## config.mk

```make
export PLATFORM = sky130hd
export DESIGN_NAME = count4_seq_ctrl_flat
export DESIGN_NICKNAME = d
export VERILOG_FILES = /design/src/rtl/count4_seq_ctrl_if.sv /design/src/rtl/count4_seq_ctrl.sv /design/src/flat_wrapper.sv
export SDC_FILE = /design/constraint.sdc
export NUM_CORES = 1
export LEC_CHECK = 0
export CORE_UTILIZATION = 44
export DETAILED_ROUTE_END_ITERATION = 10
export PLACE_DENSITY = 0.7
export SYNTH_ARGS = -nofsm -noshare
export SYNTH_HDL_FRONTEND = slang
export SYNTH_SLANG_ARGS = --single-unit
```

## constraint.sdc

```tcl
create_clock -name clk -period 1.7 [get_ports clk]
set_clock_uncertainty 0.1 [all_clocks]
set_input_delay 0.17 -clock clk [delete_from_list [all_inputs] [get_ports clk]]
set_output_delay 0.17 -clock clk [all_outputs]
set_load 0.005 [all_outputs]
```

## src/rtl/count4_seq_ctrl_if.sv

```systemverilog
// count4_seq_ctrl_if: control inputs and status outputs of the sequenced counter
interface count4_seq_ctrl_if #(parameter int WIDTH = 4);
   logic             start;
   logic             pause;
   logic             abort;
   logic             mode;
   logic [WIDTH-1:0] limit;
   logic [WIDTH-1:0] out;
   logic             busy;
   logic             done;
   logic [3:0]       wraps;
   modport master (output start, pause, abort, mode, limit, input out, busy, done, wraps);
   modport slave (input start, pause, abort, mode, limit, output out, busy, done, wraps);
endinterface

```

## src/rtl/count4_seq_ctrl.sv

```systemverilog
// count4_seq_ctrl: start/pause/abort sequenced counter with one-shot and auto-reload modes
module count4_seq_ctrl #(parameter int WIDTH = 4) (
   input logic clk,
   input logic reset,
   count4_seq_ctrl_if.slave bus
);
   typedef enum logic [1:0] {IDLE, RUN, PAUSE} state_t;
   state_t           r_state;
   logic [WIDTH-1:0] r_out;
   logic [WIDTH-1:0] r_lim;
   logic             r_mode;
   logic             r_busy;
   logic             r_done;
   logic [3:0]       r_wraps;
   // abort outranks pause, and pause outranks the terminal check
   always_ff @(posedge clk or negedge reset)
      if (!reset) begin
         r_state <= IDLE;
         r_out <= '0;
         r_lim <= '0;
         r_mode <= 1'b0;
         r_busy <= 1'b0;
         r_done <= 1'b0;
         r_wraps <= '0;
      end else begin
         r_done <= 1'b0;
         case (r_state)
            IDLE:
               if (bus.start && !bus.abort) begin
                  r_lim <= bus.limit;
                  r_mode <= bus.mode;
                  r_out <= '0;
                  r_wraps <= '0;
                  r_state <= RUN;
                  r_busy <= 1'b1;
               end
            RUN:
               if (bus.abort) begin
                  r_state <= IDLE;
                  r_busy <= 1'b0;
               end else if (bus.pause) begin
                  r_state <= PAUSE;
               end else if (r_out == r_lim) begin
                  r_done <= 1'b1;
                  if (r_mode) begin
                     r_out <= '0;
                     r_wraps <= r_wraps + 4'(r_wraps != 4'hf);
                  end else begin
                     r_state <= IDLE;
                     r_busy <= 1'b0;
                  end
               end else begin
                  r_out <= r_out + WIDTH'(1);
               end
            PAUSE:
               if (bus.abort) begin
                  r_state <= IDLE;
                  r_busy <= 1'b0;
               end else if (!bus.pause) begin
                  r_state <= RUN;
               end
            default: begin
               r_state <= IDLE;
               r_busy <= 1'b0;
            end
         endcase
      end
   assign bus.out = r_out;
   assign bus.busy = r_busy;
   assign bus.done = r_done;
   assign bus.wraps = r_wraps;
endmodule

```

## src/flat_wrapper.sv

```systemverilog
// flat-port wrapper written by rule: the top's interface ports become plain ports
module count4_seq_ctrl_flat 
#(parameter int WIDTH = 4)
  (clk, reset, bus_start, bus_pause, bus_abort, bus_mode, bus_limit, bus_out, bus_busy, bus_done, bus_wraps);
  count4_seq_ctrl_if #(.WIDTH(WIDTH)) bus_i ();
  input logic clk;
  input logic reset;
  input wire logic [$bits(bus_i.start)-1:0] bus_start;
  input wire logic [$bits(bus_i.pause)-1:0] bus_pause;
  input wire logic [$bits(bus_i.abort)-1:0] bus_abort;
  input wire logic [$bits(bus_i.mode)-1:0] bus_mode;
  input wire logic [$bits(bus_i.limit)-1:0] bus_limit;
  output wire logic [$bits(bus_i.out)-1:0] bus_out;
  output wire logic [$bits(bus_i.busy)-1:0] bus_busy;
  output wire logic [$bits(bus_i.done)-1:0] bus_done;
  output wire logic [$bits(bus_i.wraps)-1:0] bus_wraps;
  assign bus_i.start = bus_start;
  assign bus_i.pause = bus_pause;
  assign bus_i.abort = bus_abort;
  assign bus_i.mode = bus_mode;
  assign bus_i.limit = bus_limit;
  assign bus_out = bus_i.out;
  assign bus_busy = bus_i.busy;
  assign bus_done = bus_i.done;
  assign bus_wraps = bus_i.wraps;
  count4_seq_ctrl #(.WIDTH(WIDTH)) u_core (.clk(clk), .reset(reset), .bus(bus_i));
endmodule
```

==> results.cfg, run 1 <==
[clock_network]
source_to_sink_clock_delay_at_the_later_pin_of_the_worst_skew_pair_ns = 0.30
cts_inserted_buffers = 3
cts_max_level = 1
cts.path.max_buffers = 2
cts_setup_buffers = 0
number_of_clock_sinks_seen_by_cts = 17
cts_root_buf = sky130_fd_sc_hd__clkbuf_4
ctsHoldBuffers = 0
cts.reportedPaths.clkPinSlew_ns = 0.10
tritoncts_clock_tree = built

[cells_and_area]
number_of_antenna_cells_inserted = 0
layout.cells.most_common = sky130_fd_sc_hd__clkdlybuf4s50_1
layout.cells.most_common_list = 19 x sky130_fd_sc_hd__clkdlybuf4s50_1, 18 x sky130_fd_sc_hd__buf_4, 16 x sky130_fd_sc_hd__dfrtp_1
layout-area-overhead-vs-synth_pct = 41.0
layout.cells.non_filler = 156
drive_gt1_share_pct = 27.9
final_nets = 143

[worst_setup_path]
crit_path_cell_trace = nand2b_4, or3_4, or4_1, nand3_1
timing.setup.critical_path_class = flop to flop
worstPathMaxFanout = 4
timing.critical_path.slowest_cell_delay_ns = 0.47
cpMaxStageDelayCell = sky130_fd_sc_hd__or4_1
timing.critical_path.arrival_ns = 1.79
cp-start-kind = flop
timing.critical_path.to_type = flop
required_ns = 1.84

[route]
route.antenna.remaining_nets = 0
route.detailed.drc = 0
route.vias.total = 816
average_wire_per_cell_in_the_routed_design_um = 12.5
finalWirelength_um = 1950
drtIter0Drc = 14
drt-vias-per-instance = 5.23
firstDrtPassIters = 4

[die]
die_height_um = 48.2
fp.dieW_um = 48.2
placeableCoreArea_mm2 = 0.00198
core.rowCount = 16
floorplan.die_area_mm2 = 0.00233
boundaryPins = 20
starting_density_pct = 47.5

[synthesis]
synth_compound_area_share_pct = 13.8
synth-seq-area-share_pct = 45.2
synth.distinct_cells = 30
syn-num-nets = 103
synth.ff_latch_count = 17
number_of_synthesized_flops_with_an_enable_pin = 0
dominantRegCellSynth = sky130_fd_sc_hd__dfrtp_1
synth_top_family_by_area = simple AND/OR/NAND/NOR gates
muxShareOfSynthArea_pct = 8.38
synth_simple_gate_area_share_pct = 21.8
syn-instance-count = 90
warnings_from_yosys = 0
avgSynthCellArea_um2 = 10.5
async_reset_ff_share_pct = 100
synth_adder_area_share_pct = 3.99
synth.cell_area_um2 = 941
post_synth_xor_area_fraction_pct = 4.65

[sta]
max_transition_margin_pct = 78.1
finalCriticalPeriod_ns = 1.65
final_period_utilization_pct = 96.9
maxSlewViolCount = 0
grt_setup_unrepaired = true
timing_worst_slew_pin_value_ns = 0.328
total_setup_violations_reported_at_the_end_of_the_flow = 0
final_hold_viol_count = 0
maxClockFrequency_mhz = 607
total_negative_setup_slacks_ns = 0

[pwr]
power.ir.vdd_worst_uv = 829
power_per_standard_cell_area_mw_per_mm2 = 1060
static-leakage-power_nw = 0.584

[outcome]
outcome = complete, no violations

[placed_design]
dpl.cell_count = 152
hpwl_um = 1530
io_buffer_count = 19
routabilityCongestion = 0.823

[global_routing]
grt_max_degree = 18
groute.usage.overall_pct = 18.9
initial_antenna_violation_count = 0
grt_remaining_overflow = 0
grt_first_pass_wirelength_um = 2900
grt_pass1_vias = 712

[job]
maxCapViolations = 0

[hold_path]
hold_path.class = input port to async pin
==> cells in the mapped netlist (3+ instances only) <==
cell	instances	share of area [%]
sky130_fd_sc_hd__mux2_2	7	8.4
sky130_fd_sc_hd__nor2_1	7	2.8
sky130_fd_sc_hd__dfrtp_1	17	45
sky130_fd_sc_hd__xnor2_1	5	4.7
sky130_fd_sc_hd__ha_1	3	4.0
sky130_fd_sc_hd__nand4_1	5	3.3
sky130_fd_sc_hd__nand2_1	11	4.4
sky130_fd_sc_hd__nor3_1	3	1.6
sky130_fd_sc_hd__o211ai_1	6	4.8
sky130_fd_sc_hd__a32o_1	3	3.2
==> metrics by stage <==
stage,utilization [%],worst slack [ns],hold slack [ns],power [mW],area [µm²]
finish,66.9,0.0530,0.0882,1.40,1330
global route,66.9,-0.0560,0.102,1.50,1330
CTS,66.4,0.0136,0.0896,1.41,1320
detailed placement,65.0,-0.0886,0.414,1.19,1290
global placement,65.0,-0.0618,0.414,1.17,1290
floorplan,-,0.0581,-0.226,0.876,941
==> power by group <==
part | leakage, nW | internal [mW] | switching (mW)
clock network | 0.0177 | 0.0878 | 0.134
logic | 0.352 | 0.353 | 0.231
registers | 0.214 | 0.502 | 0.0932
total | 0.584 | 0.942 | 0.458
==> registers in the layout, indices dropped and copies added (netlist names) <==
signal and count:
u_core.bus.wraps 4, u_core.bus.busy 1, u_core.r_mode 1, u_core.bus.out 4, u_core.r_state 2, u_core.r_lim 4
u_core.bus.done 1
==> worst paths after layout <==
kind,to,cells after the start,slack [ns],startpoint
worst max-delay path,u_core.bus.wraps[2],4,0.05,u_core.r_state[1]
worst min-delay path,u_core.bus.wraps[3],2,0.09,reset
worst max register to register,u_core.bus.wraps[2],4,0.05,u_core.r_state[1]
worst min register to register,u_core.r_lim[2],1,0.44,u_core.r_lim[2]
max in group asynchronous,u_core.r_state[0],2,1.21,reset
min in group clk,u_core.r_mode,2,0.38,bus_mode
==> critical path, delay by kind of cell, from the launching register on <==
kind	cells	cell delay, ns
flip-flops	1	0.42
AND/OR/NAND/NOR	4	1.07
==> layout make-up <==
cell class | count | area, µm²
fillers | 165 | 656
clock inverters | 1 | 5.00
inverters | 2 | 7.51
flip-flops and latches | 17 | 427
well taps | 27 | 33.8
clock buffers | 3 | 22.5
multi-input cells | 69 | 505
repair buffers | 37 | 325
==> cells by family (layout without fill, tap and decap cells) <==
group / after synthesis / in the layout
flip-flops: 17 / 17
adder cells (fa/ha/maj): 3 / 3
AO/OA/AOI/OAI: 16 / 16
multiplexers: 7 / 7
AND/OR/NAND/NOR: 38 / 38
buffers and inverters: 4 / 43
XOR/XNOR: 5 / 5
==> routing by layer <==
metal | global-route usage [%] | share of wire, %
met1 | 22.9 | 46
met4 | 10.0 | 2.1
met2 | 32.5 | 50
met5 | 0 | 0
met3 | 2.22 | 2.1
==> what timing repair did <==
item,4_1_cts,5_1_grt
gates resized for setup,0,3
endpoints found under the setup margin,0,8
endpoints found under the hold margin,0,0
Note: power is estimated with default switching activity, not from simulation.
==> run 2: changes to the inputs <==
- CORE_UTILIZATION: 44 -> 40
- PLACE_DENSITY: 0.7 -> 0.65
==> run 2 against run 1 <==
Clock power hardly changed. Final cell count up 3.8%. Routed wire length grew 9.0%. Register-to-register slack got worse by 0.02 ns. Utilization decreased by 4.9 points. Power increased by 3.7%. Sequential cell count unchanged. Sequential share of layout area decreased by 1.1 points. Sequential power increased by 1%. Final area is 3.5% higher. Fmax is 1.5% lower.
==> results.cfg, run 2 (synthesis results as in run 1) <==
[clock_network]
number_of_clock_sinks_seen_by_cts = 17
cts_max_level = 1
cts_inserted_buffers = 3
ctsHoldBuffers = 0
cts_root_buf = sky130_fd_sc_hd__clkbuf_4
source_to_sink_clock_delay_at_the_later_pin_of_the_worst_skew_pair_ns = 0.29
cts.path.max_buffers = 2
cts.reportedPaths.clkPinSlew_ns = 0.10
tritoncts_clock_tree = built

[sta]
maxClockFrequency_mhz = 598
grt_setup_unrepaired = true
final_hold_viol_count = 0
total_setup_violations_reported_at_the_end_of_the_flow = 0
max_transition_margin_pct = 79.4
timing_worst_slew_pin_value_ns = 0.307
final_period_utilization_pct = 98.3
finalCriticalPeriod_ns = 1.67
maxSlewViolCount = 0
worst_slack_ns = 0.0287

[worst_setup_path]
cpMaxStageDelayCell = sky130_fd_sc_hd__or4_1
count_of_buffer_and_inverter_cells_on_the_critical_path = 1
cp-start-kind = flop
timing.critical_path.slowest_cell_delay_ns = 0.49
timing.critical_path.to_type = flop
worstPathMaxFanout = 3
timing.critical_path.arrival_ns = 1.81
timing.critical_path.max_delay_family = simple AND/OR/NAND/NOR gates
required_ns = 1.84
timing.setup.critical_path_class = flop to flop
crit_path_cell_trace = xnor2_1, nand4_1, buf_4, or4_1, nand3_1

[route]
route.detailed.drc = 0
drtIter0Drc = 5
route.vias.total = 851
route.antenna.remaining_nets = 0
firstDrtPassIters = 3
finalWirelength_um = 2120
drt-vias-per-instance = 5.25
average_wire_per_cell_in_the_routed_design_um = 13.1

[cells_and_area]
number_of_antenna_cells_inserted = 0
num-fill-cells = 198
multi_input_comb_area_um2 = 513
final_nets = 148
layout.cells.most_common = sky130_fd_sc_hd__buf_4
drive_gt1_share_pct = 31.3
layout.cells.most_common_list = 23 x sky130_fd_sc_hd__buf_4, 19 x sky130_fd_sc_hd__clkdlybuf4s50_1, 16 x sky130_fd_sc_hd__dfrtp_1
ff_latch_area_um2 = 427
layout-area-overhead-vs-synth_pct = 45.9

[outcome]
outcome = complete, no violations

[die]
placeableCoreArea_mm2 = 0.00221
fp.dieW_um = 50.5
boundaryPins = 20
starting_density_pct = 42.5
core.rowCount = 17
die_height_um = 50.5
floorplan.die_area_mm2 = 0.00255

[pwr]
static-leakage-power_nw = 0.612
power_mw = 1.45
power.ir.vdd_worst_uv = 670
power_per_standard_cell_area_mw_per_mm2 = 1060

[placed_design]
routabilityCongestion = 0.755
place_worst_setup_slack_ns = -0.0827
io_buffer_count = 19
hpwl_um = 1630

[global_routing]
grt_max_degree = 18
grt_remaining_overflow = 0
groute.usage.overall_pct = 19.4
initial_antenna_violation_count = 0
grt_pass1_vias = 824
grt_first_pass_wirelength_um = 3680

[hold_path]
hold_path.class = input port to async pin

[job]
maxCapViolations = 0
-- run 2: path summary, 6_finish.rpt --
path | start | endpoint | slack, ns | cells after the start
worst min-delay path | reset | u_core.bus.wraps[3] | 0.1 | 2
worst max-delay path | u_core.bus.out[3] | u_core.bus.wraps[2] | 0.03 | 5
worst min register to register | u_core.r_lim[2] | u_core.r_lim[2] | 0.46 | 1
max in group asynchronous | reset | u_core.r_state[0] | 1.20 | 2
worst max register to register | u_core.bus.out[3] | u_core.bus.wraps[2] | 0.03 | 5
min in group clk | bus_limit[2] | u_core.r_lim[2] | 0.39 | 2
-- run 2: worst register-to-register path: stages, from the launching register on --
cell and delay (ns):
sky130_fd_sc_hd__dfrtp_1 0.40, sky130_fd_sc_hd__xnor2_1 0.18, sky130_fd_sc_hd__nand4_1 0.18, sky130_fd_sc_hd__buf_4 0.18
sky130_fd_sc_hd__or4_1 0.49, sky130_fd_sc_hd__nand3_1 0.08
-- run 2: final cells by class --
| type | count | area share (%) |
|---|---|---|
| Multi-Input combinational cell | 69 | 37.4 |
| Sequential cell | 17 | 31.1 |
| Clock inverter | 1 | 0.365 |
| Tap cell | 28 | 2.55 |
| Inverter | 2 | 0.547 |
| Timing Repair Buffer | 42 | 26.4 |
| Clock buffer | 3 | 1.64 |
-- run 2: where the power goes --
| group | internal [mW] | switching, mW | total, mW | leakage (nW) |
|---|---|---|---|---|
| Clock | 0.0876 | 0.130 | 0.218 | 0.0177 |
| Sequential | 0.502 | 0.0997 | 0.602 | 0.214 |
| Combinational | 0.385 | 0.248 | 0.633 | 0.380 |
-- run 2: routing by layer --
layer | GRT usage [%] | share of wire (%)
met5 | 0 | 0
met4 | 8.33 | 0.66
met3 | 3.64 | 2.1
met2 | 31.6 | 50
met1 | 25.1 | 47
-- run 2: metrics by stage --
step	utilization, %	instances	setup TNS (ns)	instance area (µm²)	hold slack (ns)
after floorplan	-	90	0	941	-0.226
after global placement	58.6	154	-0.395	1300	0.413
after detailed placement	58.6	154	-0.626	1300	0.415
after CTS	60.2	159	0	1330	0.0952
after global routing	62.0	162	-0.0429	1370	0.0991
final	62.0	162	0	1370	0.0960
-- run 2: repair_timing --
item | in CTS | in global routing
setup endpoints to repair | 5 | 7
resized for setup | 0 | 4
pin swaps | 1 | 5
buffers inserted | 1 | 3
==> run 3: changes to the inputs <==
- REMOVE_ABC_BUFFERS: unset -> 1
==> run 3 against run 2 <==
Sequential power shrank 0.7%. Clock power is essentially flat. Critical path depth shrank 1. Final area shrank 3.0%. Die area is the same. Sequential share of layout area grew 0.96 points. Power shrank 1.8%. Register-to-register slack lost 0.02 ns. Combinational power shrank 3.8%. Global-route usage grew 0.25 points. Highest routed layer unchanged. First-iteration DRC count grew to 2.6 times the previous value. Sequential cell count is the same.
==> results.cfg, run 3 (synthesis results as in run 1) <==
[outcome]
outcome = complete, no violations

[sta]
finalCriticalPeriod_ns = 1.69
grt_setup_unrepaired = true
final_hold_viol_count = 0
maxClockFrequency_mhz = 592
total_negative_setup_slacks_ns = 0
final_period_utilization_pct = 99.4
total_setup_violations_reported_at_the_end_of_the_flow = 0
smallest_hold_slack_ns = 0.0800
maxSlewViolCount = 0
timing_worst_slew_pin_value_ns = 0.296
max_transition_margin_pct = 80.2

[global_routing]
grt_remaining_overflow = 0
groute.usage.overall_pct = 19.7
grt_pass1_vias = 879
initial_antenna_violation_count = 0
grt_first_pass_wirelength_um = 3650
grt_max_degree = 18

[worst_setup_path]
timing.critical_path.to_type = flop
count_of_buffer_and_inverter_cells_on_the_critical_path = 0
crit_path_cell_trace = nand2b_4, or3_4, or4_1, nand3_1
timing.critical_path.arrival_ns = 1.82
timing.critical_path.slowest_cell_delay_ns = 0.51
timing.critical_path.max_delay_family = simple AND/OR/NAND/NOR gates
timing.setup.critical_path_class = flop to flop
ff2ff_setup_slack_ns = 0.01
worstPathMaxFanout = 4
cp-start-kind = flop
cpMaxStageDelayCell = sky130_fd_sc_hd__or4_1
required_ns = 1.83

[die]
boundaryPins = 20
die_height_um = 50.5
fp.dieW_um = 50.5
floorplan.die_area_mm2 = 0.00255
placeableCoreArea_mm2 = 0.00221
starting_density_pct = 42.5
core.rowCount = 17

[cells_and_area]
layout-area-overhead-vs-synth_pct = 41.5
drive_gt1_share_pct = 28.7
layout.cells.most_common = sky130_fd_sc_hd__clkdlybuf4s50_1
layout.cell_area.non_filler_mm2 = 0.00133
number_of_antenna_cells_inserted = 0
finish.utilization_pct = 60.2
num-fill-cells = 202
layout.cells.most_common_list = 19 x sky130_fd_sc_hd__clkdlybuf4s50_1, 18 x sky130_fd_sc_hd__buf_4, 16 x sky130_fd_sc_hd__dfrtp_1
layout.cells.non_filler = 157
final_nets = 143

[pwr]
power_frac_comb_pct = 42.7
power.share.sequential_pct = 41.9
switchingPower_mw = 0.474
power_per_standard_cell_area_mw_per_mm2 = 1070
static-leakage-power_nw = 0.589
net_switching_fraction_of_the_power_pct = 33.3
power_frac_clock_pct = 15.4
power.ir.vdd_worst_uv = 691
internal-power_mw = 0.952

[clock_network]
tritoncts_clock_tree = built
cts.reportedPaths.clkPinSlew_ns = 0.10
source_to_sink_clock_delay_at_the_later_pin_of_the_worst_skew_pair_ns = 0.29
number_of_clock_sinks_seen_by_cts = 17
cts_setup_buffers = 0
cts.path.max_buffers = 2
cts_max_level = 1
cts_root_buf = sky130_fd_sc_hd__clkbuf_4
cts_inserted_buffers = 3

[route]
route.detailed.drc = 0
route.vias.total = 872
finalWirelength_um = 2150
route.antenna.remaining_nets = 0
drt-vias-per-instance = 5.55
drtIter0Drc = 13
firstDrtPassIters = 4
average_wire_per_cell_in_the_routed_design_um = 13.7

[placed_design]
hpwl_um = 1670
dpl-instance-area_mm2 = 0.00129
dpl.cell_count = 153
routabilityCongestion = 0.789
io_buffer_count = 19

[job]
maxCapViolations = 0

[hold_path]
hold_path.class = input port to async pin
## run 3: cell types whose count changed in the layout (fill, tap and decap cells not counted)
cell,change
sky130_fd_sc_hd__nor3_2,-1
sky130_fd_sc_hd__nand3_2,+1
sky130_fd_sc_hd__xnor2_2,-1
sky130_fd_sc_hd__nor3_1,+1
sky130_fd_sc_hd__or4_4,+1
sky130_fd_sc_hd__nand3_1,-1
sky130_fd_sc_hd__or4_1,-1
sky130_fd_sc_hd__xnor2_1,+1
sky130_fd_sc_hd__buf_4,-5
## run 3: worst register-to-register path: stages, from the launching register on
cell and delay, ns:
sky130_fd_sc_hd__dfrtp_1 0.42, sky130_fd_sc_hd__nand2b_4 0.15, sky130_fd_sc_hd__or3_4 0.33, sky130_fd_sc_hd__or4_1 0.51, sky130_fd_sc_hd__nand3_1 0.11
## run 3: through the flow
stage                     power [mW]  setup WS [ns]
after floorplan                0.865         -0.176
after global placement          1.19        -0.0438
after detailed placement        1.20        -0.0799
after CTS                       1.43        0.00790
after global routing            1.53        -0.0767
final                           1.43        0.00961
## run 3: repair_timing
action	in CTS	in global routing
gates resized for setup	0	4
pin swaps	4	6
hold buffers	0	0
endpoints found under the setup margin	2	7
## run 3: power groups by stage
stage | Clock, mW | Sequential [mW] | Combinational, mW
3_5_place_dp | 0 | 0.604 | 0.601
3_3_place_gp | 0 | 0.600 | 0.586
4_1_cts | 0.227 | 0.596 | 0.606
5_1_grt | 0.243 | 0.613 | 0.670
2_1_floorplan | 0 | 0.615 | 0.250
6_report | 0.219 | 0.598 | 0.609
## run 3: cell type report
| class | count | area, µm² | share of cell area (%) |
|---|---|---|---|
| timing repair buffer | 37 | 325 | 24.4 |
| tap | 28 | 35.0 | 2.63 |
| clock inverter | 1 | 5.00 | 0.376 |
| inverter | 2 | 7.51 | 0.564 |
| multi-input combinational | 69 | 509 | 38.3 |
| sequential | 17 | 427 | 32.0 |
| clock buffer | 3 | 22.5 | 1.69 |
## run 3: per-layer routing
metal	vias up	global-route usage, %	wire, µm
met5	-	0	0
met4	0	8.33	33
met3	5	3.64	88
met2	27	34.0	1100
met1	430	23.8	929
li1	410	-	-
## run 3: final timing paths
path                                        to              start  depth (start not counted)
setup / recovery           u_core.bus.wraps[3]  u_core.r_state[1]                          4
hold / removal                 u_core.bus.done              reset                          2
max in group asynchronous    u_core.r_state[0]              reset                          2
setup reg to reg           u_core.bus.wraps[3]  u_core.r_state[1]                          4
hold reg to reg                u_core.r_lim[1]    u_core.r_lim[1]                          1
min in group clk               u_core.r_lim[3]       bus_limit[3]                          2
